**src/rtl/int_ctrl_if.sv**
```systemverilog
// -----------------------------------------------------------------------------
// int_ctrl_if -- bus bundle between the interrupt controller and the core.
//
// Groups the configuration write port and the request/acknowledge handshake.
//   cfg_we     configuration write strobe, single cycle (core -> ctrl)
//   cfg_addr   0 = enable, 1 = mode (1 = edge), 2 = pending W1C, 3 = reserved
//   cfg_wdata  configuration write data, N_CH bits (core -> ctrl)
//   int_ask    interrupt request (ctrl -> core)
//   int_num    8-bit vector number of the request (ctrl -> core)
//   int_ack    acknowledge from the core's interrupt unit (core -> ctrl)
//
// Modports:
//   master  the interrupt controller (originates int_ask/int_num)
//   slave   the core side (drives configuration and int_ack)
// -----------------------------------------------------------------------------
interface int_ctrl_if #(
  parameter int N_CH = 16
);
  logic            cfg_we;
  logic [1:0]      cfg_addr;
  logic [N_CH-1:0] cfg_wdata;
  logic            int_ask;
  logic [7:0]      int_num;
  logic            int_ack;

  modport master (
    input  cfg_we, cfg_addr, cfg_wdata, int_ack,
    output int_ask, int_num
  );

  modport slave (
    output cfg_we, cfg_addr, cfg_wdata, int_ack,
    input  int_ask, int_num
  );
endinterface

```
**src/rtl/int_ctrl.sv**
```systemverilog
// -----------------------------------------------------------------------------
// int_ctrl -- N_CH-channel interrupt controller with a two-state request FSM.
//
// Each channel is either edge-triggered (pending set on a rising edge of src,
// cleared by ack or W1C) or level-sensitive (pending follows src). Eligible
// channels (pending & enabled) are dispatched one at a time: int_ask/int_num
// are held from the cycle after selection until int_ack.
//
// Parameters:
//   N_CH      number of source channels, 1..256
//   VEC_BASE  vector number of channel 0; int_num = (VEC_BASE + cur) mod 256
//
// Ports:
//   clk       clock, rising edge
//   rst_n     synchronous active-low reset
//   src       raw source lines, synchronous to clk
//   glb_en    global dispatch enable
//   bus       int_ctrl_if.master: configuration port and request handshake
//   pending   current pending bits
//   en_q      enable register readback
//   mode_q    mode register readback (1 = edge, 0 = level)
//
// Build option:
//   INT_CTRL_RR_EN  when defined, selection is round-robin starting after the
//                   last served channel; otherwise lowest eligible index wins.
// -----------------------------------------------------------------------------
module int_ctrl #(
  parameter int          N_CH     = 16,
  parameter logic [7:0]  VEC_BASE = 8'h00
) (
  input  logic            clk,
  input  logic            rst_n,
  input  logic [N_CH-1:0] src,
  input  logic            glb_en,
  int_ctrl_if.master      bus,
  output logic [N_CH-1:0] pending,
  output logic [N_CH-1:0] en_q,
  output logic [N_CH-1:0] mode_q
);

  localparam int IW = (N_CH > 1) ? $clog2(N_CH) : 1;

  typedef enum logic {IDLE, ASK} state_t;

  state_t          state_q, state_d;
  logic [N_CH-1:0] src_q;
  logic [N_CH-1:0] pend_q, pend_d;
  logic [N_CH-1:0] eligible, rise, w1c_mask, ack_mask;
  logic [IW-1:0]   cur_q, sel;
  logic [7:0]      num_q, sel_num;
  logic            grant, ack_take;

  assign eligible = pend_q & en_q;
  assign rise     = src & ~src_q;
  assign grant    = (state_q == IDLE) && glb_en && (|eligible);
  assign ack_take = (state_q == ASK) && bus.int_ack;
  assign pending  = pend_q;

  // ---------------------------------------------------------------------------
  // Channel selection
  // ---------------------------------------------------------------------------
`ifdef INT_CTRL_RR_EN
  logic [IW-1:0] last_q;

  // Scan offsets high-to-low so the smallest offset from last_served+1 wins.
  always_comb begin
    int idx;
    // NOTE: every variable written here gets a default first, so no path
    // through the block leaves it unassigned and no latch is inferred.
    idx = 0;
    sel = '0;
    for (int k = N_CH - 1; k >= 0; k--) begin
      idx = int'(last_q) + 1 + k;
      if (idx >= N_CH) idx = idx - N_CH;
      if (eligible[IW'(idx)]) sel = IW'(idx);
    end
  end
`else
  // Fixed priority: scanning downwards leaves the lowest eligible index.
  always_comb begin
    // NOTE: every variable written here gets a default first, so no path
    // through the block leaves it unassigned and no latch is inferred.
    sel = '0;
    for (int i = N_CH - 1; i >= 0; i--) begin
      if (eligible[i]) sel = IW'(i);
    end
  end
`endif

  // Zero-extend the index to 8 bits; the add wraps modulo 256.
  always_comb begin
    sel_num         = '0;
    sel_num[IW-1:0] = sel;
    sel_num         = VEC_BASE + sel_num;
  end

  // ---------------------------------------------------------------------------
  // Pending update
  // ---------------------------------------------------------------------------
  always_comb begin
    w1c_mask = '0;
    if (bus.cfg_we && bus.cfg_addr == 2'd2) w1c_mask = bus.cfg_wdata;
    ack_mask = '0;
    if (ack_take) ack_mask[cur_q] = 1'b1;
    // Edge channels: a new edge overrides a same-cycle clear.
    // Level channels: follow src, untouched by ack and W1C.
    pend_d = (mode_q & (rise | (pend_q & ~(ack_mask | w1c_mask))))
           | (~mode_q & src);
  end

  // ---------------------------------------------------------------------------
  // FSM: state register
  // ---------------------------------------------------------------------------
  always_ff @(posedge clk) begin
    // NOTE: sequential state uses non-blocking assignments so every register
    // samples pre-edge values regardless of statement order.
    if (!rst_n) state_q <= IDLE;
    else        state_q <= state_d;
  end

  // FSM: next-state logic
  always_comb begin
    state_d = state_q;
    case (state_q)
      IDLE:    if (grant)       state_d = ASK;
      ASK:     if (bus.int_ack) state_d = IDLE;
      default:                  state_d = IDLE;
    endcase
  end

  // FSM: outputs. int_num comes from a register loaded on grant so it is
  // stable for the whole request regardless of later pending/enable changes.
  always_comb begin
    bus.int_ask = (state_q == ASK);
    bus.int_num = num_q;
  end

  // ---------------------------------------------------------------------------
  // Datapath and configuration registers
  // ---------------------------------------------------------------------------
  always_ff @(posedge clk) begin
    if (!rst_n) begin
      src_q  <= '0;
      pend_q <= '0;
      en_q   <= '0;
      mode_q <= '0;
      cur_q  <= '0;
      num_q  <= '0;
    end else begin
      src_q  <= src;
      pend_q <= pend_d;
      if (bus.cfg_we && bus.cfg_addr == 2'd0) en_q   <= bus.cfg_wdata;
      if (bus.cfg_we && bus.cfg_addr == 2'd1) mode_q <= bus.cfg_wdata;
      if (grant) begin
        cur_q <= sel;
        num_q <= sel_num;
      end
    end
  end

`ifdef INT_CTRL_RR_EN
  // Start the first search at channel 0.
  always_ff @(posedge clk) begin
    if (!rst_n)        last_q <= IW'(N_CH - 1);
    else if (ack_take) last_q <= cur_q;
  end
`endif

endmodule

```
**src/flat_wrapper.sv**
```systemverilog
// flat-port wrapper written by rule: the top's interface ports become plain ports
module int_ctrl_flat 
#(
  parameter int          N_CH     = 16,
  parameter logic [7:0]  VEC_BASE = 8'h00
)
  (clk, rst_n, src, glb_en, pending, en_q, mode_q, bus_cfg_we, bus_cfg_addr, bus_cfg_wdata, bus_int_ack, bus_int_ask, bus_int_num);
  int_ctrl_if #(.N_CH(N_CH)) bus_i ();
  input  logic clk;
  input  logic rst_n;
  input  logic [N_CH-1:0] src;
  input  logic glb_en;
  output logic [N_CH-1:0] pending;
  output logic [N_CH-1:0] en_q;
  output logic [N_CH-1:0] mode_q;
  input wire logic [$bits(bus_i.cfg_we)-1:0] bus_cfg_we;
  input wire logic [$bits(bus_i.cfg_addr)-1:0] bus_cfg_addr;
  input wire logic [$bits(bus_i.cfg_wdata)-1:0] bus_cfg_wdata;
  input wire logic [$bits(bus_i.int_ack)-1:0] bus_int_ack;
  output wire logic [$bits(bus_i.int_ask)-1:0] bus_int_ask;
  output wire logic [$bits(bus_i.int_num)-1:0] bus_int_num;
  assign bus_i.cfg_we = bus_cfg_we;
  assign bus_i.cfg_addr = bus_cfg_addr;
  assign bus_i.cfg_wdata = bus_cfg_wdata;
  assign bus_i.int_ack = bus_int_ack;
  assign bus_int_ask = bus_i.int_ask;
  assign bus_int_num = bus_i.int_num;
  int_ctrl #(.N_CH(N_CH), .VEC_BASE(VEC_BASE)) u_core (.clk(clk), .rst_n(rst_n), .src(src), .glb_en(glb_en), .bus(bus_i), .pending(pending), .en_q(en_q), .mode_q(mode_q));
endmodule
```
**config.mk**
```make
export PLATFORM = sky130hd
export DESIGN_NAME = int_ctrl_flat
export DESIGN_NICKNAME = d
export VERILOG_FILES = /design/src/rtl/int_ctrl_if.sv /design/src/rtl/int_ctrl.sv /design/src/flat_wrapper.sv
export SDC_FILE = /design/constraint.sdc
export NUM_CORES = 1
export LEC_CHECK = 0
export ABC_CLOCK_PERIOD_IN_PS = 1850
export CORE_UTILIZATION = 46
export DETAILED_ROUTE_END_ITERATION = 8
export PLACE_DENSITY = 0.8
export REMOVE_ABC_BUFFERS = 1
export SYNTH_ARGS = -nofsm -noshare
export SYNTH_HDL_FRONTEND = slang
export SYNTH_SLANG_ARGS = --single-unit
```
**constraint.sdc**
```tcl
create_clock -name clk -period 1.85 [get_ports clk]
set_input_delay 0.2775 -clock clk [delete_from_list [all_inputs] [get_ports clk]]
set_output_delay 0.2775 -clock clk [all_outputs]
set_load 0.02 [all_outputs]
```
After elaboration in Yosys (flattened, before gate mapping)
Cells that the tools add are included.
{ "word_totals": {"elab_cells": 54, "ff_bits": 69} }
{ "op_classes": {"n_eq_ne": 2, "muxes": 23, "reduce_logical": 9, "n_lt_le_gt_ge": 2, "bitwise_logic": 12} }
{ "ops": {"columns": ["cell", "n"], "rows": [
  ["$and A16 B16 Y16", 5],
  ["$mux W4", 16],
  ["$not A16 Y16", 3],
  ["$or A16 B16 Y16", 3],
  ["$mux W16", 2],
  ["$reduce_or A16 Y1", 1],
  ["$logic_and A1 B1 Y1", 7],
  ["$lt A4 B5 Y1 const B", 1],
  ["$demux W1 S4", 1],
  ["$ge A4 B1 Y1 const B", 1],
  ["$mux W1", 3],
  ["$eq A2 B1 Y1 const B", 1],
  ["$eq A2 B2 Y1 const B", 1],
  ["$logic_not A2 Y1", 1],
  ["$pmux W1 S2", 1],
  ["$not A1 Y1", 1]
]} }

Depth between registers and ports, before layout
{ "depth": {"depth_word": 17, "ltp_mapped": 6} }

Worst setup path after synthesis
OpenSTA, ideal clock, no wires.
{ "synth_timing": {"kind": "register -> register", "from": "reg u_core.pend_q[5], in the netlist u_core.pending[5]", "to": "reg u_core.cur_q[0]", "setup_ns": 0.074, "n_path_buf": 0, "t_arrival_ns": 1.368, "slack_ns": 0.408, "stages_incl_launch_ff": 6, "path_cell_list": "dfxtp_1 > nand2_1 > a32o_1 > a222oi_1 > o31ai_1 > a31oi_1"} }
{ "synth_between": {"elab_chain_cells": 7, "elab_cells_between_ends": 9, "cone_classes": "mux: 6; bitwise: 1; reduce/logical: 2"} }
{ "synth_rtl": {"columns": ["item", "line", "text"], "rows": [
  ["from (decl)", "int_ctrl.sv:47", "logic [N_CH-1:0] pend_q, pend_d;"],
  ["from (signal assigned)", "int_ctrl.sv:151", "pend_q <= pend_d;"],
  ["$and A16 B16 Y16 (*)", "int_ctrl.sv:53", "assign eligible = pend_q & en_q;"],
  ["$mux W4 (6 in series)", "int_ctrl.sv:85", "if (eligible[i]) sel = IW'(i);"],
  ["to (signal assigned)", "int_ctrl.sv:155", "cur_q <= sel;"],
  ["to (decl)", "int_ctrl.sv:49", "logic [IW-1:0] cur_q, sel;"]
]} }
Mark *: on every way between the ends. The rest lies on a longest branch, timed or not.
A chain may end at the register's enable or synchronous reset.

Worst setup path after layout
{ "layout_timing": {"from": "reg u_core.state_q, in the netlist u_core.bus.int_ask", "to": "out bus_int_ask"} }
{ "layout_lines": {"columns": ["item", "line", "text"], "rows": [
  ["from (decl)", "int_ctrl.sv:45", "state_t state_q, state_d;"],
  ["from (signal assigned)", "int_ctrl.sv:118", "else state_q <= state_d;"],
  ["to (decl)", "flat_wrapper.sv:20", "output wire logic [$bits(bus_i.int_ask)-1:0] bus_int_ask;"]
]} }
No word-level cell between the ends.

==> flow_metrics.py <==
metrics = {
    "status": {
        "status": "complete, no violations",
    },
    "route": {
        "drt-initial-drc-count": 194,
        "first_pass_iters": 4,
        "vias": 2868,
        "via_per_inst": 5.57,
        "post_drt_wl_per_cell_microns": 16.6,
        "drt-total-wl_microns": 8550,
        "ant_nets": 0,
        "drc": 0,
    },
    "power_and_ir_drop": {
        "p_seq_share_pct": 46.8,
        "switchingPower_mw": 0.849,
        "power.leakage_nw": 1.58,
        "pwr-share-comb_pct": 13.0,
        "intPower_mw": 2.62,
        "power_mw": 3.47,
        "clkPwrFrac_pct": 40.2,
        "p_sw_share_pct": 24.5,
        "p_per_area_nw_per_um2": 826,
        "peakVddDrop_mv": 0.746,
    },
    "setup_path": {
        "cp-end-kind": "output pin",
        "critical-path-top-delay-family": "buffers and inverters",
        "rr_startpoint": "u_core.pending[5]",
        "cp_max_fo": 8,
        "crit_type": "reg2out",
        "rr_worst_depth": 5,
        "cp_data_arrival_time_ns": 1.46,
        "regToRegEndpoint": "u_core.cur_q[0]",
        "rrSetupSlack_ns": 0.26,
        "slowest_delay_ns": 0.66,
        "cp_cell_sequence": "clkdlybuf4s50_1",
        "cp_slowest_cell": "clkdlybuf4s50_1",
        "critPathLaunchType": "register",
        "path_buf_inv": 1,
        "required_ns": 1.57,
    },
    "clock_tree": {
        "cts_num_sinks": 69,
        "clk_pin_slew_ns": 0.07,
        "cts_htree_levels": 3,
        "cts_buffers": 9,
        "ctsRootBufferMaster": "clkbuf_8",
        "cts_tree": "done",
        "hold_buffers": 0,
        "clock_path_buffers": 2,
        "clk-insertion-delay-late_ns": 0.35,
    },
    "global_routing": {
        "grt_pass1_wl_microns": 13400,
        "grt-ovfl-total": 0,
        "grtUsageTotal_pct": 26.7,
        "grt_antenna_before_repair": 0,
        "grt_max_degree": 29,
        "first_global_vias": 2785,
    },
    "finish": {
        "layout-drive-gt1-share_pct": 9.32,
        "area_growth_pct": 41.4,
        "fin_nets": 474,
        "antennaDiodeCount": 0,
    },
    "logic_synthesis": {
        "yosys.cell_count.top_type": "nand2_1",
        "synth_edf_count": 0,
        "avgSynthCellArea_sq_um": 8.78,
        "synth.top_cell.area_share_pct": 46.5,
        "yosysTopAreaCell": "dfxtp_1",
        "postSynth.asyncResetShare_pct": 0,
        "syn_area_sq_um": 2970,
        "ys.flop_type": "dfxtp_1",
        "yosysWarnings": 0,
        "synth_cell_types": 43,
        "synth_sequential_area_ratio_pct": 46.5,
        "synth.top_cells.by_area": "dfxtp_1 47%, nand2_1 11%, a21boi_0 9.4%, and2_1 3.6%, a21oi_1 3.0%",
        "synthTopCellsByCount": "89 x nand2_1, 69 x dfxtp_1, 37 x a21boi_0",
        "syn_inst": 338,
        "ys_ff_latch": 69,
    },
    "sta": {
        "max_freq_mhz": 577,
        "hold_viol": 0,
        "rsz0062_at_grt": "no",
        "fin_worst_skew_ns": 0.00505,
        "setup_violations": 0,
        "drv_slew": 0,
        "finalSetupTns_ns": 0,
        "period_share_pct": 93.7,
        "fin_crit_ns": 1.73,
    },
    "die": {
        "ios": 96,
        "die_y_microns": 82.3,
        "start_util_pct": 49.0,
        "rows": 28,
        "die-area_sq_um": 6780,
        "core-area_sq_um": 6060,
        "die_w_microns": 82.3,
    },
    "placement": {
        "numPortBuffers": 91,
        "hpwl_microns": 6030,
        "place_congestion": 0.837,
    },
    "job": {
        "cap_violations": 0,
    },
    "hold_path": {
        "hold_class": "in2reg",
        "hp-start": "rst_n",
        "holdPathStages": 2,
        "min_delay_worst_endpoint": "u_core.mode_q[11]",
    },
}
-- worst max-delay path by stage --
stage	startpoint	cells past startpoint	slack, ns	end
floorplan	u_core.pending[5]	5	0.41	u_core.cur_q[0]
global route	u_core.pending[0]	1	0.07	pending[0]
detailed placement	bus_cfg_we	4	0.03	u_core.en_q[8]
global placement	bus_cfg_we	4	0.08	u_core.en_q[3]
finish	u_core.bus.int_ask	1	0.12	bus_int_ask
CTS	u_core.cur_q[1]	1	0.02	bus_int_num[1]
-- sequential cells by signal, indices dropped and copies added (netlist names) --
name and cells:
u_core.src_q 16, u_core.en_q 16, u_core.mode_q 16, u_core.bus.int_ask 1, u_core.pending 16, u_core.cur_q 4
-- through the flow --
| stage | setup slack, ns | cell area, sq um | instances | hold slack [ns] | util (%) |
|---|---|---|---|---|---|
| floorplan | 0.408 | 2860 | 320 | 0.395 | - |
| global placement | 0.0849 | 3970 | 499 | 0.450 | 65.4 |
| detailed placement | 0.0311 | 3970 | 499 | 0.458 | 65.4 |
| CTS | 0.0229 | 4190 | 515 | 0.320 | 69.1 |
| global route | 0.0717 | 4200 | 515 | 0.340 | 69.2 |
| finish | 0.117 | 4200 | 515 | 0.323 | 69.2 |
-- repair_timing --
item / in CTS / in global routing
resized for setup: 0 / 4
setup buffers: 0 / 0
endpoints found under the setup margin: 0 / 4
-- cells by family (layout without fill, tap and decap cells) --
kind of cell | count (synthesis) | count (layout) | share of synthesized area, %
DFF | 69 | 69 | 46.5
buffers and inverters | 21 | 120 | 4.17
and+or+nand+nor | 141 | 141 | 22.7
AOI/OAI and AO/OA | 106 | 106 | 26.4
other | 1 | 4 | 0.126
-- power groups by stage --
| stage | Sequential (mW) | Clock (mW) | Combinational (mW) |
|---|---|---|---|
| floorplan | 1.70 | 0 | 0.128 |
| global placement | 1.65 | 0 | 0.439 |
| detailed placement | 1.65 | 0 | 0.448 |
| CTS | 1.62 | 1.40 | 0.451 |
| global route | 1.63 | 1.46 | 0.484 |
| finish | 1.62 | 1.39 | 0.451 |
-- placed cells by master (no fill, tap or decap), drive strengths merged, types with 2 or more instances in the layout --
cell	netlist	layout
a21boi	39	39
a21o	8	8
a21oi	19	19
a221oi	2	2
a22o	6	6
a22oi	5	5
a41o	7	7
and2	17	17
and3b	2	2
buf	14	14
bufinv	0	2
clkbuf	7	12
clkdlybuf4s50	0	90
clkinv	0	2
conb	1	4
dfxtp	69	69
nand2	89	89
nand2b	3	3
nand3	5	5
nand4	5	5
nand4b	2	2
nor2	3	3
nor3	5	5
nor3b	3	3
nor4	3	3
o2111ai	7	7
o21ai	5	5
-- final cells by class --
cell class / count / area (sq um)
fillers: 497 / 1870
repair buffers: 104 / 1020
clock buffers: 12 / 155
multi-input cells: 251 / 1470
clock inverters: 4 / 70.1
flip-flops and latches: 69 / 1390
well taps: 75 / 93.8
-- metal layers --
layer  global-route usage (%)  up-vias  part of all wire (%)
li1                         -     1393                     -
met4                     9.65        0                   1.9
met1                     31.9     1349                    42
met5                        0        -                     0
met2                     45.5      109                    49
met3                     7.25       17                   7.0
Power figures use the tool's default switching activity.
